===== config.mk =====
export PLATFORM = sky130hd
export DESIGN_NAME = zymason_loader
export DESIGN_NICKNAME = d
export VERILOG_FILES = /design/src/rtl/zymason_loader.sv
export SDC_FILE = /design/constraint.sdc
export NUM_CORES = 1
export LEC_CHECK = 0
export BUFFER_PORTS_ARGS = -buffer_cell sky130_fd_sc_hd__buf_2
export CAP_MARGIN = 20
export CORE_MARGIN = 4
export CORE_UTILIZATION = 58
export CTS_BUF_LIST = sky130_fd_sc_hd__clkbuf_4
export DETAILED_ROUTE_END_ITERATION = 16
export PLACE_DENSITY = 0.85
export SYNTH_ARGS = -nofsm -noshare
export SYNTH_HDL_FRONTEND = slang
export SYNTH_SLANG_ARGS = --single-unit
export TNS_END_PERCENT = 5

===== constraint.sdc =====
create_clock -name clock -period 2.1 [get_ports clock]
set_clock_uncertainty 0.2 [all_clocks]
set_input_delay 0.105 -clock clock [delete_from_list [all_inputs] [get_ports clock]]
set_output_delay 0.105 -clock clock [all_outputs]
set_load 0.02 [all_outputs]

===== src/rtl/zymason_loader.sv =====
// Host-side loader for the 16-digit seven-segment store/display block.
// Streams digits in over valid/ready and replays them as the display's pin-level write protocol.
module zymason_loader #(
  parameter int unsigned NUM_DIGITS = 16,
  parameter int unsigned IDX_W      = $clog2(NUM_DIGITS)
) (
  input  logic             clock,
  input  logic             reset,
  input  logic             start,
  input  logic             dig_valid,
  output logic             dig_ready,
  input  logic [6:0]       dig_data,
  input  logic             hex_mode,
  input  logic [4:0]       spd_cfg,
  output logic             rw,
  output logic             sel,
  output logic [3:0]       pin_out,
  output logic             disp_rst,
  output logic             busy,
  output logic             done,
  output logic [IDX_W-1:0] digit_idx
);

  typedef enum logic [2:0] {Idle, Clr, Fetch, Lo, Hi, Adv, Exit} state_e;

  localparam logic [IDX_W-1:0] LastIdx = IDX_W'(NUM_DIGITS - 1);

  state_e     state;
  logic [3:0] lo;
  logic [3:0] last_lo;
  logic [2:0] hi;
  logic [6:0] seg;

  function automatic logic [6:0] hex7(input logic [3:0] v);
    logic [6:0] r;
    r = 7'h00;
    case (v)
      4'h0: r = 7'h3F;
      4'h1: r = 7'h06;
      4'h2: r = 7'h5B;
      4'h3: r = 7'h4F;
      4'h4: r = 7'h66;
      4'h5: r = 7'h6D;
      4'h6: r = 7'h7D;
      4'h7: r = 7'h07;
      4'h8: r = 7'h7F;
      4'h9: r = 7'h6F;
      4'hA: r = 7'h77;
      4'hB: r = 7'h7C;
      4'hC: r = 7'h39;
      4'hD: r = 7'h5E;
      4'hE: r = 7'h79;
      4'hF: r = 7'h71;
      default: r = 7'h00;
    endcase
    return r;
  endfunction

  always_comb begin
    seg = hex_mode ? hex7(dig_data[3:0]) : dig_data;
  end

  // Outputs are loaded with the values belonging to the state being entered.
  always_ff @(posedge clock or posedge reset) begin
    if (reset) begin
      state     <= Idle;
      rw        <= 1'b0;
      sel       <= 1'b0;
      pin_out   <= 4'h0;
      disp_rst  <= 1'b0;
      busy      <= 1'b0;
      done      <= 1'b0;
      dig_ready <= 1'b0;
      digit_idx <= '0;
      lo        <= 4'h0;
      hi        <= 3'h0;
      last_lo   <= 4'h0;
    end else begin
      done <= 1'b0;
      unique case (state)
        Idle: begin
          rw <= 1'b0;
          if (start) begin
            state     <= Clr;
            busy      <= 1'b1;
            disp_rst  <= 1'b1;
            sel       <= 1'b0;
            pin_out   <= 4'h0;
            digit_idx <= '0;
          end else begin
            sel     <= spd_cfg[0];
            pin_out <= spd_cfg[4:1];
          end
        end
        Clr: begin
          state     <= Fetch;
          disp_rst  <= 1'b0;
          rw        <= 1'b1;
          sel       <= 1'b0;
          pin_out   <= last_lo;
          dig_ready <= 1'b1;
        end
        Fetch: begin
          if (dig_valid && dig_ready) begin
            state     <= Lo;
            dig_ready <= 1'b0;
            lo        <= seg[3:0];
            hi        <= seg[6:4];
            pin_out   <= seg[3:0];
          end
        end
        Lo: begin
          state   <= Hi;
          sel     <= 1'b1;
          pin_out <= {1'b0, hi};
        end
        Hi: begin
          // The display stores lo again on the edge that advances its pointer.
          state   <= Adv;
          sel     <= 1'b0;
          pin_out <= lo;
        end
        Adv: begin
          last_lo <= lo;
          if (digit_idx == LastIdx) begin
            state   <= Exit;
            rw      <= 1'b0;
            sel     <= 1'b1;
            pin_out <= 4'h0;
          end else begin
            state     <= Fetch;
            digit_idx <= digit_idx + 1'b1;
            pin_out   <= lo;
            dig_ready <= 1'b1;
          end
        end
        Exit: begin
          state   <= Idle;
          busy    <= 1'b0;
          done    <= 1'b1;
          rw      <= 1'b0;
          sel     <= spd_cfg[0];
          pin_out <= spd_cfg[4:1];
        end
        default: state <= Idle;
      endcase
    end
  end

endmodule


==> flow_summary_export.csv, run 1 <==
group,metric,value,unit
synthesis,syn_avg_cell_area,9.58,sq um
setup_path,crit_chain,"and2b_1, nand3_1, a21oi_1, dlygate4sd3_1",
finish,diodes,0,
setup_path,startpoint_type,"register",
floorplanning,chipWidth,63.9,microns
sta,post-route-period-util,93.1,%
finish,area.growth.synth_to_final,17.3,%
min_path,whs_endpoint,"hi[1]",
route,wire_per_inst,15.5,microns
setup_path,cp_max_fo,14,
finish,final_area,2120,sq um
setup_path,startpoint,"state[2]",
floorplanning,core,3030,sq um
sta,worst_pin_slew,0.665,ns
sta,setup_viol,0,
synthesis,synthArstFlopShare,100,%
status,outcome,"complete, no violations",
floorplanning,die_h,63.9,microns
floorplanning,dieArea,4080,sq um
job,drv_cap,0,
sta,min_period,1.96,ns
grt,grt_overflow,0,
cts,clk_latency,0.34,ns
setup_path,worstPathBufferInverterCount,1,
grt,grt_pass1_vias,1517,
synthesis,synth-compound-area-share,21.9,%
sta,tns,0,ns
power,power.total,2.38,mW
sta,rsz0062_at_grt,"false",
route,antenna_left,0,
floorplanning,pin_count,31,
route,drcViolationCount,0,
synthesis,ys.warnings.count,0,
synthesis,synth_cell_types,50,
placed_design,port_buffers,30,
power,powerDensity,1120,nW/um^2
synthesis,syn_nets,214,
synthesis,ys_seq_area_share,38.7,%
setup_path,slowest_stage,"dlygate4sd3_1",
setup_path,end_kind,"register",
grt,antenna_found_initial,0,
sta,max_freq,0.512,GHz
setup_path,path_class,"reg2reg",
grt,grt_usage,21.8,%
route,via_per_inst,5.85,
sta,finalHoldViolCount,0,
cts,cts_root_buffer,"clkbuf_4",
placed_design,place.gp.congestion,0.869,
cts,cts_tree,"done",
cts,clock_sinks,28,
setup_path,max_stage_delay,0.57,ns
synthesis,synth_cells,189,
synthesis,synth-edff-count,0,
floorplanning,start_util,59.8,%
route,dr_total_vias,1590,
grt,grt_pass1_wl,7110,microns
sta,maxSlewViolCount,0,
placed_design,place_area,1970,sq um
setup_path,cp_top_family,"buffers and inverters",
setup_path,critPathRequiredTime,2.19,ns
finish,n_fill_cell,230,
setup_path,r2r-end,"state[0]",
synthesis,synth_top_family_by_area,"compound AO/OA/AOI/OAI gates",
synthesis,synthMuxAreaShare,9.81,%
synthesis,yosys.area_share.xor_xnor,0,%
cts,postCtsSetupBuffers,0,
power,ir_drop,0.000475,V
min_path,holdPathStages,3,
cts,clock_path_buffers,2,
setup_path,rr_worst_depth,4,
synthesis,ys_ff_latch,28,
grt,grt_max_degree,29,
synthesis,synth-simple-area-share,18.6,%
min_path,hold_class,"in2reg",
cts,clk_pin_slew,0.16,ns
sta,slew_headroom,55.7,%
cts,cts_max_level,1,
finish,drive_gt1_share,23.7,%
route,drt-total-wl,4220,microns
setup_path,rrSetupSlack,0.14,ns
cts,cts_buffers,3,
synthesis,syn_area,1810,sq um
floorplanning,core.rowCount,20,
finish,num-nets-final,254,
synthesis,ys.flop_type,"dfrtp_1",
power,p_leak,0.975,nW
route,firstDrtPassIters,4,
synthesis,synthAdderAreaFrac,5.53,%
route,initialDrtViolationCount,160,
min_path,hp-start,"hex_mode",
setup_path,rr_startpoint,"state[2]",
placed_design,dpl.hpwl,3070,microns
setup_path,cp.arrival,2.05,ns
[area by class of cell]
cell class	instances	area (sq um)	share of cell area, %
Clock buffer	3	22.5	1.06
Clock inverter	1	3.75	0.177
Inverter	5	18.8	0.883
Multi-Input combinational cell	144	1010	47.6
Sequential cell	28	703	33.1
Tap cell	44	55.1	2.59
Timing Repair Buffer	47	310	14.6
[cells in the final DEF (no fill, tap or decap), types with 3 or more instances in the layout]
master | synthesis | layout
a21oi_1 | 18 | 18
a31oi_1 | 4 | 4
buf_2 | 4 | 30
buf_4 | 4 | 4
clkbuf_4 | 0 | 3
dfrtp_1 | 28 | 26
dlygate4sd3_1 | 0 | 13
ha_1 | 8 | 8
inv_1 | 5 | 5
mux2_2 | 10 | 10
mux2i_1 | 5 | 5
nand2_1 | 9 | 9
nand2b_1 | 5 | 5
nand3_1 | 5 | 5
nand4_1 | 4 | 4
nor2_1 | 16 | 16
nor2b_1 | 3 | 3
nor3_1 | 3 | 3
o21ai_0 | 12 | 12
o31ai_1 | 4 | 4
[report_power, final]
group	total, mW	internal, mW	switching (mW)
Combinational	1.13	0.524	0.608
Sequential	1.01	0.766	0.244
Clock	0.237	0.0700	0.167
[layer usage]
| layer | share of wire, % | GRT usage [%] |
|---|---|---|
| met5 | 0 | 0 |
| met4 | 1.8 | 9.16 |
| met3 | 6.0 | 3.69 |
| met2 | 46 | 32.3 |
| met1 | 46 | 31.3 |
[metrics by stage]
stage	worst slack, ns	hold slack (ns)	utilization [%]	instances
2_1_floorplan	0.369	-0.0296	-	189
3_3_place_gp	0.259	-0.0173	64.9	255
3_5_place_dp	0.213	-0.0127	64.9	255
4_1_cts	0.128	0.0248	70.1	272
5_1_grt	0.00607	0.0125	70.2	272
6_report	0.145	0.0296	70.2	272
[state kept, by name, summed over array words and instances (netlist names)]
signal	flops
digit_idx	4
last_lo	4
lo	4
pin_out	4
hi	3
state	3
busy	1
dig_ready	1
disp_rst	1
done	1
rw	1
sel	1
[kinds of logic (layout without fill, tap and decap cells)]
family,Yosys count,in the layout
flip-flops,28,28
multiplexers,16,16
AND/OR/NAND/NOR,59,59
buffers and inverters,17,56
adder cells (fa/ha/maj),8,8
AO/OA/AOI/OAI,61,61
[cells in the mapped netlist, types with 2 or more instances]
library cell   n  share of area, %
buf_4          4               1.7
and2b_1        2              0.83
nor3_1         3              0.83
nand3_1        5               1.4
mux2_2        10               6.2
ha_1           8               5.5
nor3b_1        2              0.83
nand2b_1       5               1.7
mux2i_1        5               2.8
nand2_1        9               1.9
nand4_1        4               1.4
and3_1         2              0.69
buf_6          2               1.2
inv_1          5               1.0
a21oi_1       18               5.0
a222oi_1       2               1.1
a22oi_1        2              0.83
dfrtp_1       28                39
nor2b_1        3               1.0
buf_2          4               1.1
o211ai_1       2              0.83
clkbuf_1       2              0.41
a31oi_1        4               1.4
o21a_1         2              0.83
o31ai_1        4               1.7
nor2_1        16               3.3
o21ai_0       12               3.3
o2111ai_1      2              0.97
[timing repair]
item,4_1_cts,5_1_grt
hold endpoints to repair,41,0
setup endpoints to repair,0,1
hold buffers,13,0
resized for setup,0,2
[worst register-to-register path: cells and delay by family (launching register included)]
| family | cells | cell delay, ns |
|---|---|---|
| buffers and inverters | 1 | 0.57 |
| and+or+nand+nor | 2 | 0.44 |
| AOI/OAI and AO/OA | 1 | 0.18 |
| DFF | 1 | 0.53 |
[how the worst max path moves through the flow]
stage	cells past startpoint	slack, ns	endpoint
after floorplan	5	0.37	pin_out[1]
after global placement	3	0.26	pin_out[1]
after detailed placement	3	0.21	pin_out[1]
after CTS	4	0.13	state[0]
after global routing	4	0.006	pin_out[0]
final	4	0.14	state[0]
Power figures use the tool's default switching activity.
==> run 2: changes to the inputs <==
- clock period: 2.1 -> 1.9 ns (I/O delays scaled with it)
==> flow_summary_export.csv, run 2 (same netlist as run 1, synthesis figures left out) <==
group,metric,value,unit
power,netSwitchingFraction,42.0,%
route,via_per_inst,5.80,
power,p_leak,0.996,nW
grt,grt_pass1_vias,1503,
sta,finalHoldViolCount,0,
sta,slew_headroom,74.9,%
cts,cts_root_buffer,"clkbuf_4",
route,dr_total_vias,1596,
cts,cts_max_level,1,
cts,clock_path_buffers,2,
floorplanning,start_util,59.8,%
finish,drive_gt1_share,26.4,%
sta,setup_viol,0,
setup_path,startpoint_type,"input pin",
placed_design,port_buffers,30,
route,wire_per_inst,15.0,microns
cts,clk_pin_slew,0.13,ns
grt,grt_usage,20.7,%
power,pwr-share-seq,41.0,%
grt,antenna_found_initial,0,
sta,tns,0,ns
route,initialDrtViolationCount,85,
status,outcome,"complete, no violations",
sta,post-route-period-util,99.4,%
setup_path,rrSetupSlack,0.10,ns
power,p_sw,1.11,mW
finish,area.growth.synth_to_final,19.5,%
sta,maxSlewViolCount,0,
route,drt-total-wl,4130,microns
grt,grt_pass1_wl,6860,microns
sta,min_period,1.89,ns
floorplanning,chipWidth,63.9,microns
power,internal_power,1.54,mW
route,firstDrtPassIters,4,
finish,layout.cells.non_filler,275,
placed_design,dpl.hpwl,3030,microns
finish,num-nets-final,258,
power,clkPwrFrac,9.0,%
setup_path,path_class,"in2reg",
grt,grt_overflow,0,
cts,clock_sinks,28,
placed_design,place.gp.congestion,0.837,
power,powerDensity,1230,nW/um^2
floorplanning,core.rowCount,20,
cts,clk_latency,0.32,ns
sta,hold_slack,0.0413,ns
finish,diodes,0,
placed_design,dpl_worst_slack,0.0948,ns
sta,worst_pin_slew,0.377,ns
floorplanning,core,3030,sq um
route,drcViolationCount,0,
floorplanning,dieArea,4080,sq um
setup_path,end_kind,"register",
setup_path,critPathRequiredTime,1.90,ns
floorplanning,die_h,63.9,microns
finish,layout_commonest_cell,"buf_2",
sta,setup_slack,0.0114,ns
cts,cts_tree,"done",
placed_design,dp.cells,260,
power,ir_drop,0.000507,V
finish,final_cell_mix,"29 x buf_2, 26 x dfrtp_1, 18 x a21oi_1",
finish,n_fill_cell,228,
min_path,hold_class,"in2reg",
sta,max_freq,0.530,GHz
cts,cts_buffers,3,
grt,grt_max_degree,29,
setup_path,cp.arrival,1.89,ns
job,drv_cap,0,
floorplanning,pin_count,31,
power,power.total,2.65,mW
power,combinationalPowerShare,50.1,%
cts,postCtsSetupBuffers,0,
setup_path,cp_max_fo,8,
route,antenna_left,0,
sta,rsz0062_at_grt,"true",
run 2: cell count changes in the layout (fill, tap and decap cells not counted), sizes merged:
cell,change
buf,+4
clkbuf,+1
clkinv,-1
dlygate4sd3,-1
run 2: worst max-delay path: stages:
cell           delay, ns
dlygate4sd3_1       0.52
clkbuf_4            0.18
inv_1               0.10
ha_1                0.34
nand2b_1            0.19
and3_1              0.20
o21ai_0             0.16
a31oi_1             0.09
run 2: worst paths after layout:
check,startpoint,endpoint,cells after the start
worst max-delay path,dig_data[1],pin_out[3],8
worst min-delay path,hex_mode,hi[2],3
worst max register to register,state[1],pin_out[2],5
worst min register to register,last_lo[3],last_lo[3],1
max in group asynchronous,reset,state[0],4
min in group asynchronous,reset,digit_idx[3],4
run 2: stage by stage:
stage               util (%)  area, sq um
global placement        66.2         2000
floorplan                  -         1810
detailed placement      66.2         2000
CTS                     70.9         2150
global route            71.4         2160
finish                  71.4         2160
run 2: layout make-up:
cell class	count	area [sq um]	area share (%)
multi-input combinational	144	1020	47.3
tap	44	55.1	2.54
clock buffer	3	22.5	1.04
timing repair buffer	51	340	15.7
sequential	28	703	32.5
inverter	5	18.8	0.868
run 2: layer usage:
layer  up-vias  routed length (microns)  GRT usage, %
met5         -                        0             0
met2        46                     1900          32.9
met4         0                       53          5.12
met3         8                      178          2.64
met1       748                     2000          29.9
li1        794                        -             -
run 2: power groups by stage:
stage | Combinational (mW) | Sequential [mW] | Clock (mW)
finish | 1.33 | 1.09 | 0.238
global route | 1.45 | 1.13 | 0.270
CTS | 1.31 | 1.08 | 0.243
detailed placement | 1.28 | 1.09 | 0
global placement | 1.25 | 1.08 | 0
floorplan | 0.922 | 1.11 | 0
run 2: what timing repair did:
action / in CTS / in global routing
hold endpoints to repair: 41 / 0
hold buffers: 12 / 0
endpoints found under the setup margin: 0 / 8
gates resized for setup: 0 / 5
